--- config.mk ---
export PLATFORM = sky130hd
export DESIGN_NAME = acl_tilt_ctrl
export DESIGN_NICKNAME = d
export VERILOG_FILES = /design/src/rtl/acl_tilt_pkg.sv /design/src/rtl/acl_tilt_ctrl_avg4.sv /design/src/rtl/acl_tilt_ctrl.sv
export SDC_FILE = /design/constraint.sdc
export NUM_CORES = 1
export LEC_CHECK = 0
export ABC_AREA = 1
export BUFFER_PORTS_ARGS = -buffer_cell sky130_fd_sc_hd__buf_2
export CAP_MARGIN = 20
export CORE_UTILIZATION = 35
export CTS_CLUSTER_DIAMETER = 120
export DETAILED_ROUTE_END_ITERATION = 6
export SLEW_MARGIN = 20
export SYNTH_ARGS = -nofsm -noshare
export SYNTH_HDL_FRONTEND = slang
export SYNTH_SLANG_ARGS = --single-unit
--- constraint.sdc ---
create_clock -name clk -period 3.5 [get_ports clk]
set_input_delay 0.175 -clock clk [delete_from_list [all_inputs] [get_ports clk]]
set_output_delay 0.175 -clock clk [all_outputs]
set_load 0.005 [all_outputs]
--- src/rtl/acl_tilt_pkg.sv ---
// Shared encodings and default constants for the accelerometer tilt-gesture controller.
package acl_tilt_pkg;

    localparam int unsigned SAMPLE_W = 8;
    localparam int unsigned SUM_W    = 10;
    localparam int unsigned MAG_W    = 9;

    localparam int unsigned DEF_SAMPLE_DIV   = 1000000;
    localparam int unsigned DEF_TH_ON        = 40;
    localparam int unsigned DEF_TH_OFF       = 24;
    localparam int unsigned DEF_STABLE_TICKS = 5;
    localparam int unsigned DEF_REPEAT_FIRST = 50;
    localparam int unsigned DEF_REPEAT_NEXT  = 20;

    typedef enum logic [2:0] {
        ZONE_NONE  = 3'd0,
        ZONE_LEFT  = 3'd1,
        ZONE_RIGHT = 3'd2,
        ZONE_UP    = 3'd3,
        ZONE_DOWN  = 3'd4
    } zone_e;

    typedef enum logic [1:0] {
        ST_NEUTRAL = 2'd0,
        ST_QUALIFY = 2'd1,
        ST_FIRE    = 2'd2,
        ST_HOLD    = 2'd3
    } state_e;

    // Magnitude of a signed sample; 9 bits so that -128 maps to 128.
    function automatic logic [MAG_W-1:0] abs_mag(input logic [SAMPLE_W-1:0] v);
        logic [MAG_W-1:0] ext;
        ext = {v[SAMPLE_W-1], v};
        return v[SAMPLE_W-1] ? (~ext + MAG_W'(1)) : ext;
    endfunction

endpackage

--- src/rtl/acl_tilt_ctrl_avg4.sv ---
// One-axis 4-tap moving average, advanced on the sample tick.
module acl_avg4
    import acl_tilt_pkg::*;
(
    input  logic                clk,
    input  logic                rst,
    input  logic                tick,
    input  logic [SAMPLE_W-1:0] din,
    output logic [SAMPLE_W-1:0] avg
);

    logic signed [SAMPLE_W-1:0] din_s;
    logic signed [SAMPLE_W-1:0] h0;
    logic signed [SAMPLE_W-1:0] h1;
    logic signed [SAMPLE_W-1:0] h2;
    logic signed [SUM_W-1:0]    sum_c;

    assign din_s = din;

    // Window is the incoming sample plus the three previously captured ones.
    assign sum_c = SUM_W'(din_s) + SUM_W'(h0) + SUM_W'(h1) + SUM_W'(h2);

    always_ff @(posedge clk or negedge rst) begin
        if (!rst) begin
            h0  <= '0;
            h1  <= '0;
            h2  <= '0;
            avg <= '0;
        end else if (tick) begin
            h0  <= din_s;
            h1  <= h0;
            h2  <= h1;
            avg <= SAMPLE_W'(sum_c >>> 2);
        end
    end

endmodule

--- src/rtl/acl_tilt_ctrl.sv ---
// Tilt gesture controller: averaged X/Y samples to debounced next/prev/volume pulses.
module acl_tilt_ctrl
    import acl_tilt_pkg::*;
#(
    parameter int unsigned SAMPLE_DIV   = DEF_SAMPLE_DIV,
    parameter int unsigned TH_ON        = DEF_TH_ON,
    parameter int unsigned TH_OFF       = DEF_TH_OFF,
    parameter int unsigned STABLE_TICKS = DEF_STABLE_TICKS,
    parameter int unsigned REPEAT_FIRST = DEF_REPEAT_FIRST,
    parameter int unsigned REPEAT_NEXT  = DEF_REPEAT_NEXT
)(
    input  logic       clk,
    input  logic       rst,
    input  logic [7:0] x_data,
    input  logic [7:0] y_data,
    output logic       next_trk,
    output logic       prev_trk,
    output logic       vol_up,
    output logic       vol_down,
    output logic [2:0] tilt_zone,
    output logic [7:0] avg_x,
    output logic [7:0] avg_y
);

    localparam int unsigned DIV_W   = $clog2(SAMPLE_DIV);
    localparam int unsigned QUAL_W  = $clog2(STABLE_TICKS + 2);
    localparam int unsigned REP_MAX = (REPEAT_FIRST > REPEAT_NEXT) ? REPEAT_FIRST : REPEAT_NEXT;
    localparam int unsigned REP_W   = $clog2(REP_MAX + 2);

    logic [DIV_W-1:0]  div_cnt;
    logic              tick_c;

    state_e            state_q, state_d;
    zone_e             cand_q, cand_d;
    zone_e             tilt_zone_q, tilt_zone_d;
    logic [QUAL_W-1:0] qual_q, qual_d, qual_inc_c;
    logic [REP_W-1:0]  rep_q, rep_d, rep_inc_c, rep_lim_c;
    logic              first_q, first_d;
    logic [3:0]        pulse_q, pulse_d;

    logic [MAG_W-1:0]  mag_x_c, mag_y_c, own_mag_c;
    zone_e             zone_c;
    logic              cand_x_c, cand_neg_c, own_neg_c, release_c;

    assign tick_c = (div_cnt == DIV_W'(SAMPLE_DIV - 1));

    always_ff @(posedge clk or negedge rst) begin
        if (!rst)        div_cnt <= '0;
        else if (tick_c) div_cnt <= '0;
        else             div_cnt <= div_cnt + DIV_W'(1);
    end

    acl_avg4 u_avg_x (
        .clk  (clk),
        .rst  (rst),
        .tick (tick_c),
        .din  (x_data),
        .avg  (avg_x)
    );

    acl_avg4 u_avg_y (
        .clk  (clk),
        .rst  (rst),
        .tick (tick_c),
        .din  (y_data),
        .avg  (avg_y)
    );

    assign mag_x_c = abs_mag(avg_x);
    assign mag_y_c = abs_mag(avg_y);

    // Entry zone: dominant axis (X wins ties) must strictly exceed the on-threshold.
    always_comb begin
        zone_c = ZONE_NONE;
        if (mag_x_c >= mag_y_c) begin
            if (mag_x_c > MAG_W'(TH_ON)) begin
                if (avg_x[7]) zone_c = ZONE_LEFT;
                else          zone_c = ZONE_RIGHT;
            end
        end else if (mag_y_c > MAG_W'(TH_ON)) begin
            if (avg_y[7]) zone_c = ZONE_DOWN;
            else          zone_c = ZONE_UP;
        end
    end

    // Hold release looks only at the held zone's own axis, ignoring dominance changes.
    assign cand_x_c   = (cand_q == ZONE_LEFT) || (cand_q == ZONE_RIGHT);
    assign cand_neg_c = (cand_q == ZONE_LEFT) || (cand_q == ZONE_DOWN);
    assign own_mag_c  = cand_x_c ? mag_x_c : mag_y_c;
    assign own_neg_c  = cand_x_c ? avg_x[7] : avg_y[7];
    assign release_c  = (own_mag_c <= MAG_W'(TH_OFF)) || (own_neg_c != cand_neg_c);

    assign qual_inc_c = qual_q + QUAL_W'(1);
    assign rep_inc_c  = rep_q + REP_W'(1);
    assign rep_lim_c  = first_q ? REP_W'(REPEAT_FIRST) : REP_W'(REPEAT_NEXT);

    always_ff @(posedge clk or negedge rst) begin
        if (!rst) begin
            state_q     <= ST_NEUTRAL;
            cand_q      <= ZONE_NONE;
            tilt_zone_q <= ZONE_NONE;
            qual_q      <= '0;
            rep_q       <= '0;
            first_q     <= 1'b0;
            pulse_q     <= '0;
        end else begin
            state_q     <= state_d;
            cand_q      <= cand_d;
            tilt_zone_q <= tilt_zone_d;
            qual_q      <= qual_d;
            rep_q       <= rep_d;
            first_q     <= first_d;
            pulse_q     <= pulse_d;
        end
    end

    always_comb begin
        state_d     = state_q;
        cand_d      = cand_q;
        tilt_zone_d = tilt_zone_q;
        qual_d      = qual_q;
        rep_d       = rep_q;
        first_d     = first_q;
        pulse_d     = '0;

        unique case (state_q)
            ST_NEUTRAL: begin
                tilt_zone_d = ZONE_NONE;
                if (tick_c && (zone_c != ZONE_NONE)) begin
                    cand_d  = zone_c;
                    qual_d  = QUAL_W'(1);
                    first_d = 1'b1;
                    state_d = (STABLE_TICKS <= 1) ? ST_FIRE : ST_QUALIFY;
                end
            end
            ST_QUALIFY: begin
                tilt_zone_d = ZONE_NONE;
                if (tick_c) begin
                    if (zone_c == cand_q) begin
                        qual_d = qual_inc_c;
                        if (qual_inc_c >= QUAL_W'(STABLE_TICKS)) state_d = ST_FIRE;
                    end else begin
                        state_d = ST_NEUTRAL;
                    end
                end
            end
            ST_FIRE: begin
                tilt_zone_d = cand_q;
                rep_d       = '0;
                state_d     = ST_HOLD;
                case (cand_q)
                    ZONE_RIGHT: pulse_d[0] = 1'b1;
                    ZONE_LEFT:  pulse_d[1] = 1'b1;
                    ZONE_UP:    pulse_d[2] = 1'b1;
                    ZONE_DOWN:  pulse_d[3] = 1'b1;
                    default:    pulse_d    = '0;
                endcase
            end
            ST_HOLD: begin
                if (tick_c) begin
                    if (release_c) begin
                        state_d     = ST_NEUTRAL;
                        tilt_zone_d = ZONE_NONE;
                    end else if (!cand_x_c) begin
                        // Volume auto-repeat; track skips fire once per hold.
                        rep_d = rep_inc_c;
                        if (rep_inc_c >= rep_lim_c) begin
                            state_d = ST_FIRE;
                            first_d = 1'b0;
                        end
                    end
                end
            end
            default: state_d = ST_NEUTRAL;
        endcase
    end

    assign next_trk  = pulse_q[0];
    assign prev_trk  = pulse_q[1];
    assign vol_up    = pulse_q[2];
    assign vol_down  = pulse_q[3];
    assign tilt_zone = tilt_zone_q;

endmodule
=== Word-level counts from Yosys, hierarchy flattened ===
Cells that the tools add are included.

* Flip-flop bits (word level): 106
* Bits of input ports: 18
* Output and inout port bits: 23
* Logic and storage cells: 114

* $add $sub $neg: 11
* Magnitude comparators: 6
* Eq/ne operators: 21
* Mux-type cells: 42
* Bitwise gates (word level): 2
* Reductions and logical operators: 16

{| class="wikitable"
|+ Operator list
! operator !! number
|-
| two-way mux 9 bit || 3
|-
| two-way mux 3 bit || 8
|-
| two-way mux 6 bit || 4
|-
| adder 10 x 8 -> 10 bit || 2
|-
| adder 20 x 1 -> 20 bit, second input constant || 1
|-
| adder 9 x 8 -> 10 bit || 2
|-
| == test 20 bit, second input constant || 1
|-
| two-way mux 2 bit || 10
|-
| two-way mux 20 bit || 1
|-
| adder 8 x 8 -> 9 bit || 2
|-
| adder 9 x 1 -> 9 bit, second input constant || 2
|-
| > comparator 9 x 6 -> 1 bit, second input constant || 2
|-
| NOT 9 bit || 2
|-
| != test 2 bit, second input constant || 8
|-
| one-hot mux 6 bit (2 select lines) || 1
|-
| AND reduction 6 bit || 2
|-
| two-way mux 1 bit || 10
|-
| greater-or-equal comparator 9 bit || 1
|-
| <= comparator 9 x 5 -> 1 bit, second input constant || 1
|-
| != test 3 bit, second input constant || 3
|-
| one-hot mux 3 bit (3 select lines) || 1
|-
| one-hot mux 2 bit (4 select lines) || 1
|-
| AND reduction 4 bit || 2
|-
| adder 6 x 1 -> 6 bit, second input constant || 1
|-
| 20 further kinds || 27
|}

=== Longest topological paths before layout ===
Gate-level depths: netlist (run 1).

* Word-level depth: 10
* Mapped depth: 25
* Gate-level depth less buffers: 25

=== Hierarchy ===
A second synthesis (run 1) with hierarchy kept.

* Cell total of the unflattened synthesis: 890
* Area, all modules: 7074.3 µm²

{| class="wikitable"
|+ By module, submodules not included
! module !! times used !! cells an instance !! area an instance (µm²) !! sequential area each (µm²)
|-
| acl_avg4 || 2 || 237 || 1995.7 || 800.8
|-
| acl_tilt_ctrl || 1 || 416 || 3083.0 || 1051.0
|}

=== Least setup slack after synthesis (run 1) ===
Ideal clock, no wire load.

* Path type: reg2reg
* From: reg u_avg_x.h2[4]
* To: reg u_avg_x.avg[7]
* Setup time: 128 ps
* Arrival: 2900 ps
* Required time: 3372 ps
* Setup slack: 472 ps
* Stages on the path, launching flop included: 13
* Path buffers: 0
* Period minus slack after synthesis: 3028 ps
* Cell sequence: dfrtp_1 -> fa_1 -> fa_1 -> ha_1 -> a21oi_1 -> o21ai_0 -> a21o_1 -> a21oi_1 -> nor2_1 -> or2_2 -> a21oi_1 -> xor2_1 -> o21ai_0

* Word-level cells in the longest chain between the ends: 1

{| class="wikitable"
|+ Ends and longest elaborated chain
! element !! RTL line !! RTL
|-
| start: declaration || acl_tilt_ctrl_avg4.sv:15 || <nowiki>logic signed [SAMPLE_W-1:0] h2;</nowiki>
|-
| start signal: assignment || acl_tilt_ctrl_avg4.sv:27 || <nowiki>h2 <= '0;</nowiki>
|-
| start signal: assignment || acl_tilt_ctrl_avg4.sv:32 || <nowiki>h2 <= h1;</nowiki>
|-
| adder 10 x 8 -> 10 bit || acl_tilt_ctrl_avg4.sv:21 || <nowiki>assign sum_c = SUM_W'(din_s) + SUM_W'(h0) + SUM_W'(h1) + SUM_W'(h2);</nowiki>
|-
| end signal: assignment || acl_tilt_ctrl_avg4.sv:33 || <nowiki>avg <= SAMPLE_W'(sum_c >>> 2);</nowiki>
|-
| end: declaration || acl_tilt_ctrl_avg4.sv:9 || <nowiki>output logic [SAMPLE_W-1:0] avg</nowiki>
|}

No other way between the ends.
A chain may end at the register's enable or synchronous reset.

=== Final worst setup path (run 1) ===
Same ends and word-level chain as after synthesis.

==> results.py, run 1 <==
metrics = {
    "status": {
        "status": "completed",
    },
    "power_and_ir_drop": {
        "peakVddDrop_uv": 209.5,
        "powerDensity_nw_per_um2": 333.5,
        "swShare": 0.2352,
        "combPwrFrac": 0.064,
        "p_clk_frac": 0.451,
        "p_leak_nw": 3.831,
        "pwr-share-seq": 0.486,
        "power.internal_w": 0.001927,
        "p_switching_w": 0.0005925,
    },
    "critical_path": {
        "crit_required_ns": 3.72,
        "crit_arrival_ns": 3.43,
        "crit_fanout": 4,
        "cp_cell_sequence": "fa_1, fa_1, ha_1, a21oi_1, o21ai_0, a21o_1, a21oi_1, nor2_1, or2_2, a21oi_1, xor2_1, o21ai_0",
        "path_class": "register to register",
        "path_common_cell": "a21oi_1",
        "cpPeakStageDelay_ns": 0.54,
        "start_kind": "register",
        "crit_path_top_delay_cell": "fa_1",
        "endpoint_kind": "register",
    },
    "clocking": {
        "h-tree-depth": 3,
        "clk_pin_slew_ns": 0.08,
        "clk_latency_ns": 0.36,
        "clk_path_buf_depth": 2,
        "clkSinkCount": 106,
        "cts_made_buffers": 9,
        "clockRootBuffer": "clkbuf_16",
        "cts_tree": "yes",
    },
    "synth": {
        "yosys_warnings": 0,
        "postSynthAreaPerCell_um2": 8.285,
        "synth-async-reset-ratio": 1.000,
        "synthesis.area_um2": 6744,
        "ys_ff_latch": 106,
        "yosys.area.top_type": "dfrtp_1",
        "synth.distinct_cells": 46,
        "synth_area_leaders": "dfrtp_1 (39%), nand2_1 (13%), fa_1 (10%), ha_1 (5.8%), inv_1 (5.6%)",
        "syn_inst": 814,
        "synth_top_area_frac": 0.3933,
        "synth-seq-area-share": 0.3933,
        "synth_nets": 897,
        "synth-main-ff-cell": "dfrtp_1",
        "synth-edff-count": 0,
    },
    "placed_design": {
        "gp_congestion": 0.8239,
        "place_inst": 1078,
        "dpl.hpwl_um": 10130,
        "placed_area_um2": 7212,
        "numPortBuffers": 40,
    },
    "finish": {
        "final_cells": 1095,
        "fin_area_um2": 7555,
        "fin_nets": 939,
        "final_cell_mix": "nand2_1 (241), dfrtp_1 (106), inv_1 (101)",
        "final_layout_size_suffix_gt1_frac": 0.1382,
        "area_growth_pct": 12.02,
        "diodes": 0,
        "final_common_cell": "nand2_1",
    },
    "global_route": {
        "grt_pass1_wl_um": 24430,
        "grt_max_degree": 69,
        "grt_antenna_before_repair": 0,
        "grt.overflow.total": 0,
        "grt_usage": 0.1551,
        "grt_pass1_vias": 5155,
    },
    "detailed_routing": {
        "vias_per_cell": 4.662,
        "drt-pass1-iter-count": 4,
        "routedWlPerCell_um": 12.55,
        "wl_um": 13740,
        "via_count": 5105,
        "drc_errors": 0,
        "drt_iter0_drc": 164,
        "antenna_left": 0,
    },
    "timing": {
        "slew_headroom": 0.4672,
        "whs_ns": 0.04285,
        "tightestPinTransition_ns": 0.7992,
        "setup_violations": 0,
        "hold_viol": 0,
        "fmax_mhz": 311.8,
        "post-route-period-util": 0.9164,
        "fin_worst_skew_ns": 0.01495,
        "fin_setup_tns_ns": 0,
        "rsz0062_at_grt": "no",
        "slew_violations": 0,
        "fin_crit_ns": 3.207,
    },
    "floorplanning": {
        "die_w_um": 140.8,
        "fp.dieArea_um2": 19830,
        "start_util": 0.3593,
        "core_um2": 18770,
        "rows": 50,
        "die_y_um": 140.8,
        "ioPinCount": 41,
    },
    "run": {
        "cap_violations": 0,
    },
    "worst_hold_path": {
        "hold_path_class": "input port to register",
    },
}
logic make-up after synthesis:
kind of cell             share of synthesized area
AND/OR/NAND/NOR                             0.2625
buffers and inverters                      0.07217
flip-flops                                  0.3933
AO/OA/AOI/OAI                              0.08145
adder cells (fa/ha/maj)                     0.1584
XOR/XNOR                                   0.03098
other                                     0.001114
sequential cells by signal, indices dropped and copies added, names as in the netlist, 2 cells and up:
register	cells
qual_q	3
cand_q	3
u_avg_y.h0	8
div_cnt	20
u_avg_x.h0	8
u_avg_x.h2	8
u_avg_x.avg	8
u_avg_y.h1	8
state_q	2
u_avg_x.h1	8
rep_q	6
u_avg_y.h2	8
pulse_q	4
tilt_zone	3
u_avg_y.avg	8
power groups by stage:
stage,clock (W),combinational [W],sequential (W)
final,0.00114,0.000160,0.00122
after global routing,0.00122,0.000190,0.00122
after CTS,0.00118,0.000164,0.00122
after detailed placement,0,0.000162,0.00125
after global placement,0,0.000161,0.00125
after floorplan,0,0.000100,0.00125
final cells by class:
type | count | area (µm²)
Clock buffer | 9 | 225.2
Multi-Input combinational cell | 583 | 3610
Fill cell | 1932 | 11210
Timing Repair Buffer | 47 | 257.7
Clock inverter | 7 | 107.6
Sequential cell | 106 | 2653
Tap cell | 234 | 292.8
Inverter | 109 | 409.1
metal layers:
layer  track usage  part of all wire
met5             0                 0
met1        0.2041              0.50
met3       0.03329             0.038
met2        0.2548              0.45
met4       0.04920             0.017
worst max-delay path, delay by kind of cell (launching register included):
family	cells	cell delay (ns)
flip-flops	1	0.40
AND/OR/NAND/NOR	2	0.34
AO/OA/AOI/OAI	6	0.88
XOR/XNOR	1	0.15
adder cells (fa/ha/maj)	3	1.31
per-stage QoR:
step / setup WS (ns) / utilization / power (W)
finish: 0.2927 / 0.4025 / 0.002519
global placement: 0.3145 / 0.3843 / 0.001409
CTS: 0.2744 / 0.4025 / 0.002567
global route: 0.08313 / 0.4025 / 0.002632
floorplan: 0.4718 / - / 0.001349
detailed placement: 0.2974 / 0.3843 / 0.001410
worst paths after layout:
path | cells past startpoint | endpoint | start | slack [ns]
min reg2reg | 1 | div_cnt[0]$_DFF_PN0_ | div_cnt[0]$_DFF_PN0_ | 0.47
max reg2reg | 12 | u_avg_x.avg[7]$_DFFE_PN0N_ | u_avg_x.h2[4]$_DFFE_PN0N_ | 0.29
max in group asynchronous | 3 | u_avg_x.h2[2]$_DFFE_PN0N_ | rst | 2.22
max | 12 | u_avg_x.avg[7]$_DFFE_PN0N_ | u_avg_x.h2[4]$_DFFE_PN0N_ | 0.29
min in group asynchronous | 2 | cand_q[1]$_DFFE_PN0P_ | rst | 0.46
min | 3 | u_avg_y.h0[5]$_DFFE_PN0N_ | y_data[5] | 0.04
synth_stat cells (4+ instances only):
cell,count
a21oi_1,18
buf_2,5
clkbuf_1,9
dfrtp_1,106
fa_1,34
ha_1,31
inv_1,101
inv_2,6
nand2_1,241
nand2_2,16
nand3_1,40
nand3_2,5
nand3b_1,4
nand4_1,4
nor2_1,55
nor2_2,6
nor3_1,8
nor4_1,5
o21ai_0,51
o22ai_1,4
or2_2,4
xnor2_1,5
xor2_1,17
timing repair:
item,CTS,global route
gates resized for setup,0,0
buffers inserted,0,0
endpoints found under the hold margin,59,0
hold buffers,1,0
(Power assumes the default switching activity.)
==> run 2: changes to the inputs <==
--- a/config.mk
+++ b/config.mk
@@ -5,12 +5,13 @@
 export SDC_FILE = /design/constraint.sdc
 export NUM_CORES = 1
 export LEC_CHECK = 0
-export ABC_AREA = 1
+export ABC_AREA = 0
 export BUFFER_PORTS_ARGS = -buffer_cell sky130_fd_sc_hd__buf_2
 export CAP_MARGIN = 20
 export CORE_UTILIZATION = 35
 export CTS_CLUSTER_DIAMETER = 120
 export DETAILED_ROUTE_END_ITERATION = 6
+export HOLD_SLACK_MARGIN = 0.06
 export SLEW_MARGIN = 20
 export SYNTH_ARGS = -nofsm -noshare
 export SYNTH_HDL_FRONTEND = slang
==> results.py, run 2 <==
metrics = {
    "status": {
        "status": "completed",
    },
    "critical_path": {
        "ff2ff_setup_slack_ns": 0.15,
        "cp_cell_sequence": "inv_2, ha_2, mux2i_1, ha_1, a2111oi_4, o21ai_2, a41oi_2, o211ai_4, or3_4, a22oi_4, nand3_4, a22o_1, a22o_1",
        "critPathLaunch": "u_avg_y.avg[1]$_DFFE_PN0N_",
        "worstPathBufferInverterCount": 1,
        "critical_path.top_delay_family": "compound AO/OA/AOI/OAI gates",
        "path_class": "register to register",
        "start_kind": "register",
        "worst-r2r-cell-count": 13,
        "cpPeakStageDelay_ns": 0.44,
        "path_common_cell": "a22o_1",
        "crit_path_top_delay_cell": "dfrtp_2",
        "crit_arrival_ns": 3.59,
        "r2r-end": "qual_q[1]$_DFFE_PN0P_",
        "path_depth": 13,
        "worstSetupEndpoint": "qual_q[1]$_DFFE_PN0P_",
        "crit_fanout": 5,
        "rr_startpoint": "u_avg_y.avg[1]$_DFFE_PN0N_",
        "crit_required_ns": 3.75,
        "endpoint_kind": "register",
    },
    "clocking": {
        "h-tree-depth": 3,
        "clk_latency_ns": 0.36,
        "clkSinkCount": 106,
        "clk_pin_slew_ns": 0.07,
        "clockRootBuffer": "clkbuf_16",
        "cts_tree": "yes",
        "clk_path_buf_depth": 2,
        "cts_made_buffers": 9,
    },
    "finish": {
        "n_fill_cell": 1825,
        "largest_reg_flops": 20,
        "top_register": "div_cnt",
        "final_layout_size_suffix_gt1_frac": 0.1429,
        "diodes": 0,
        "fin_area_um2": 7541,
        "final_cell_mix": "nand2_1 (190), dfrtp_1 (102), o21ai_0 (39), buf_2 (39), nor2_1 (35)",
        "final_common_cell": "nand2_1",
        "fin_nets": 820,
        "final_cells": 971,
        "area_growth_pct": 16.51,
    },
    "detailed_routing": {
        "via_count": 4651,
        "drt_iter0_drc": 277,
        "wl_um": 12930,
        "antenna_left": 0,
        "vias_per_cell": 4.790,
        "routedWlPerCell_um": 13.31,
        "drc_errors": 0,
        "drt-pass1-iter-count": 4,
    },
    "synth": {
        "syn_inst": 681,
        "yosys_warnings": 0,
        "synth_common_cells": "nand2_1 (190), dfrtp_1 (106), o21ai_0 (41)",
        "synth_top_area_frac": 0.4098,
        "synth_area_leaders": "dfrtp_1 (41%), nand2_1 (11%), fa_1 (11%), ha_1 (6.0%), xnor2_1 (4.1%)",
        "synth.distinct_cells": 65,
        "synth-async-reset-ratio": 1.000,
        "synth-seq-area-share": 0.4098,
        "synth.most_common_cell": "nand2_1",
        "postSynthAreaPerCell_um2": 9.504,
        "ys_ff_latch": 106,
        "synth_nets": 764,
        "yosys.area.top_type": "dfrtp_1",
        "synth-edff-count": 0,
        "synthesis.area_um2": 6472,
        "synth-main-ff-cell": "dfrtp_1",
    },
    "placed_design": {
        "dpl.hpwl_um": 9177,
        "placed_area_um2": 6983,
        "place_inst": 937,
        "numPortBuffers": 40,
        "place_ws_ns": 0.08277,
        "gp_congestion": 0.7945,
    },
    "global_route": {
        "grt_pass1_vias": 4531,
        "grt_max_degree": 66,
        "grt_usage": 0.1495,
        "grt_pass1_wl_um": 21980,
        "grt.overflow.total": 0,
        "grt_antenna_before_repair": 0,
    },
    "timing": {
        "fin_crit_ns": 3.347,
        "hold_viol": 0,
        "fin_worst_skew_ns": 0.01071,
        "post-route-period-util": 0.9562,
        "setup_ws_ns": 0.1532,
        "tightestPinTransition_ns": 0.8694,
        "fmax_mhz": 298.8,
        "slew_headroom": 0.4204,
        "slew_violations": 0,
        "setup_violations": 0,
    },
    "power_and_ir_drop": {
        "pwr-share-seq": 0.490,
        "powerDensity_nw_per_um2": 331.1,
        "p_leak_nw": 3.715,
        "p_total_w": 0.002497,
        "p_switching_w": 0.0006063,
        "p_clk_frac": 0.429,
        "swShare": 0.2428,
        "combPwrFrac": 0.081,
        "power.internal_w": 0.001890,
        "peakVddDrop_uv": 275.3,
    },
    "run": {
        "cap_violations": 0,
    },
    "floorplanning": {
        "rows": 49,
        "die_w_um": 138.0,
        "ioPinCount": 41,
        "fp.dieArea_um2": 19040,
        "start_util": 0.3591,
        "core_um2": 18020,
        "die_y_um": 138.0,
    },
    "worst_hold_path": {
        "hold_path_class": "input port to register",
    },
}
[run 2: changes by cell type after synthesis, sizes merged, moves of 14 or more]
cell	before	now
xnor2	5	30
inv	107	29
a21o	1	15
nand3	45	17
nor2	64	37
nand2	258	190
[run 2: how the worst min path moves through the flow]
| stage | start | end | slack [ns] | cells past startpoint |
|---|---|---|---|---|
| 2_1_floorplan | rst | cand_q[0]$_DFFE_PN0P_ | -0.12 | 0 |
| 3_3_place_gp | rst | rep_q[2]$_DFFE_PN0P_ | 0.35 | 1 |
| 3_5_place_dp | rst | rep_q[3]$_DFFE_PN0P_ | 0.35 | 1 |
| 4_1_cts | y_data[3] | u_avg_y.h0[3]$_DFFE_PN0N_ | 0.08 | 3 |
| 5_1_grt | y_data[3] | u_avg_y.h0[3]$_DFFE_PN0N_ | 0.1 | 3 |
| 6_report | y_data[3] | u_avg_y.h0[3]$_DFFE_PN0N_ | 0.1 | 3 |
[run 2: through the flow]
| step | util | hold WS (ns) | TNS (ns) |
|---|---|---|---|
| detailed placement | 0.3874 | 0.3507 | 0 |
| global route | 0.4184 | 0.09916 | -0.002124 |
| finish | 0.4184 | 0.09569 | 0 |
| floorplan | - | -0.1206 | 0 |
| global placement | 0.3874 | 0.3526 | 0 |
| CTS | 0.4123 | 0.07742 | 0 |
[run 2: cell families (layout without fill, tap and decap cells)]
family / after synthesis / after routing / synth area share
compound gates: 109 / 110 / 0.1189
xor+xnor: 48 / 48 / 0.06495
fa+ha+maj: 65 / 65 / 0.1651
buf+inv: 52 / 112 / 0.03209
flops: 106 / 106 / 0.4098
mux: 5 / 5 / 0.008119
other cells: 2 / 2 / 0.001160
simple gates: 294 / 294 / 0.1999
[run 2: per-layer routing]
| layer | GRT usage | part of all wire | up-vias |
|---|---|---|---|
| li1 | - | - | 2364 |
| met1 | 0.1978 | 0.48 | 2212 |
| met2 | 0.2458 | 0.48 | 64 |
| met3 | 0.03107 | 0.031 | 11 |
| met4 | 0.04348 | 0.011 | 0 |
| met5 | 0 | 0 | - |
[run 2: tightest hold or removal path: stages]
cell and delay (ns):
buf_2 0.13, nand2_1 0.06, nand2_1 0.04
[run 2: area by class of cell]
type / count / area [µm²] / share of cell area
flip-flops and latches: 106 / 2658 / 0.3524
clock inverters: 6 / 78.83 / 0.01045
inverters: 29 / 108.9 / 0.01443
well taps: 229 / 286.5 / 0.03800
repair buffers: 67 / 478.0 / 0.06338
clock buffers: 10 / 229.0 / 0.03036
multi-input cells: 524 / 3702 / 0.4910
[run 2: timing repair]
| item | in CTS | in global routing |
|---|---|---|
| endpoints found under the hold margin | 76 | 0 |
| setup buffers | 0 | 3 |
| setup endpoints to repair | 0 | 4 |
| hold buffers | 14 | 0 |
| gates resized for setup | 0 | 21 |
[run 2: power groups by stage]
stage          sequential [W]  combinational [W]  clock (W)
2_1_floorplan         0.00125           0.000117          0
4_1_cts               0.00122           0.000199    0.00111
5_1_grt               0.00122           0.000230    0.00115
6_report              0.00122           0.000201    0.00107
3_3_place_gp          0.00125           0.000184          0
3_5_place_dp          0.00125           0.000185          0
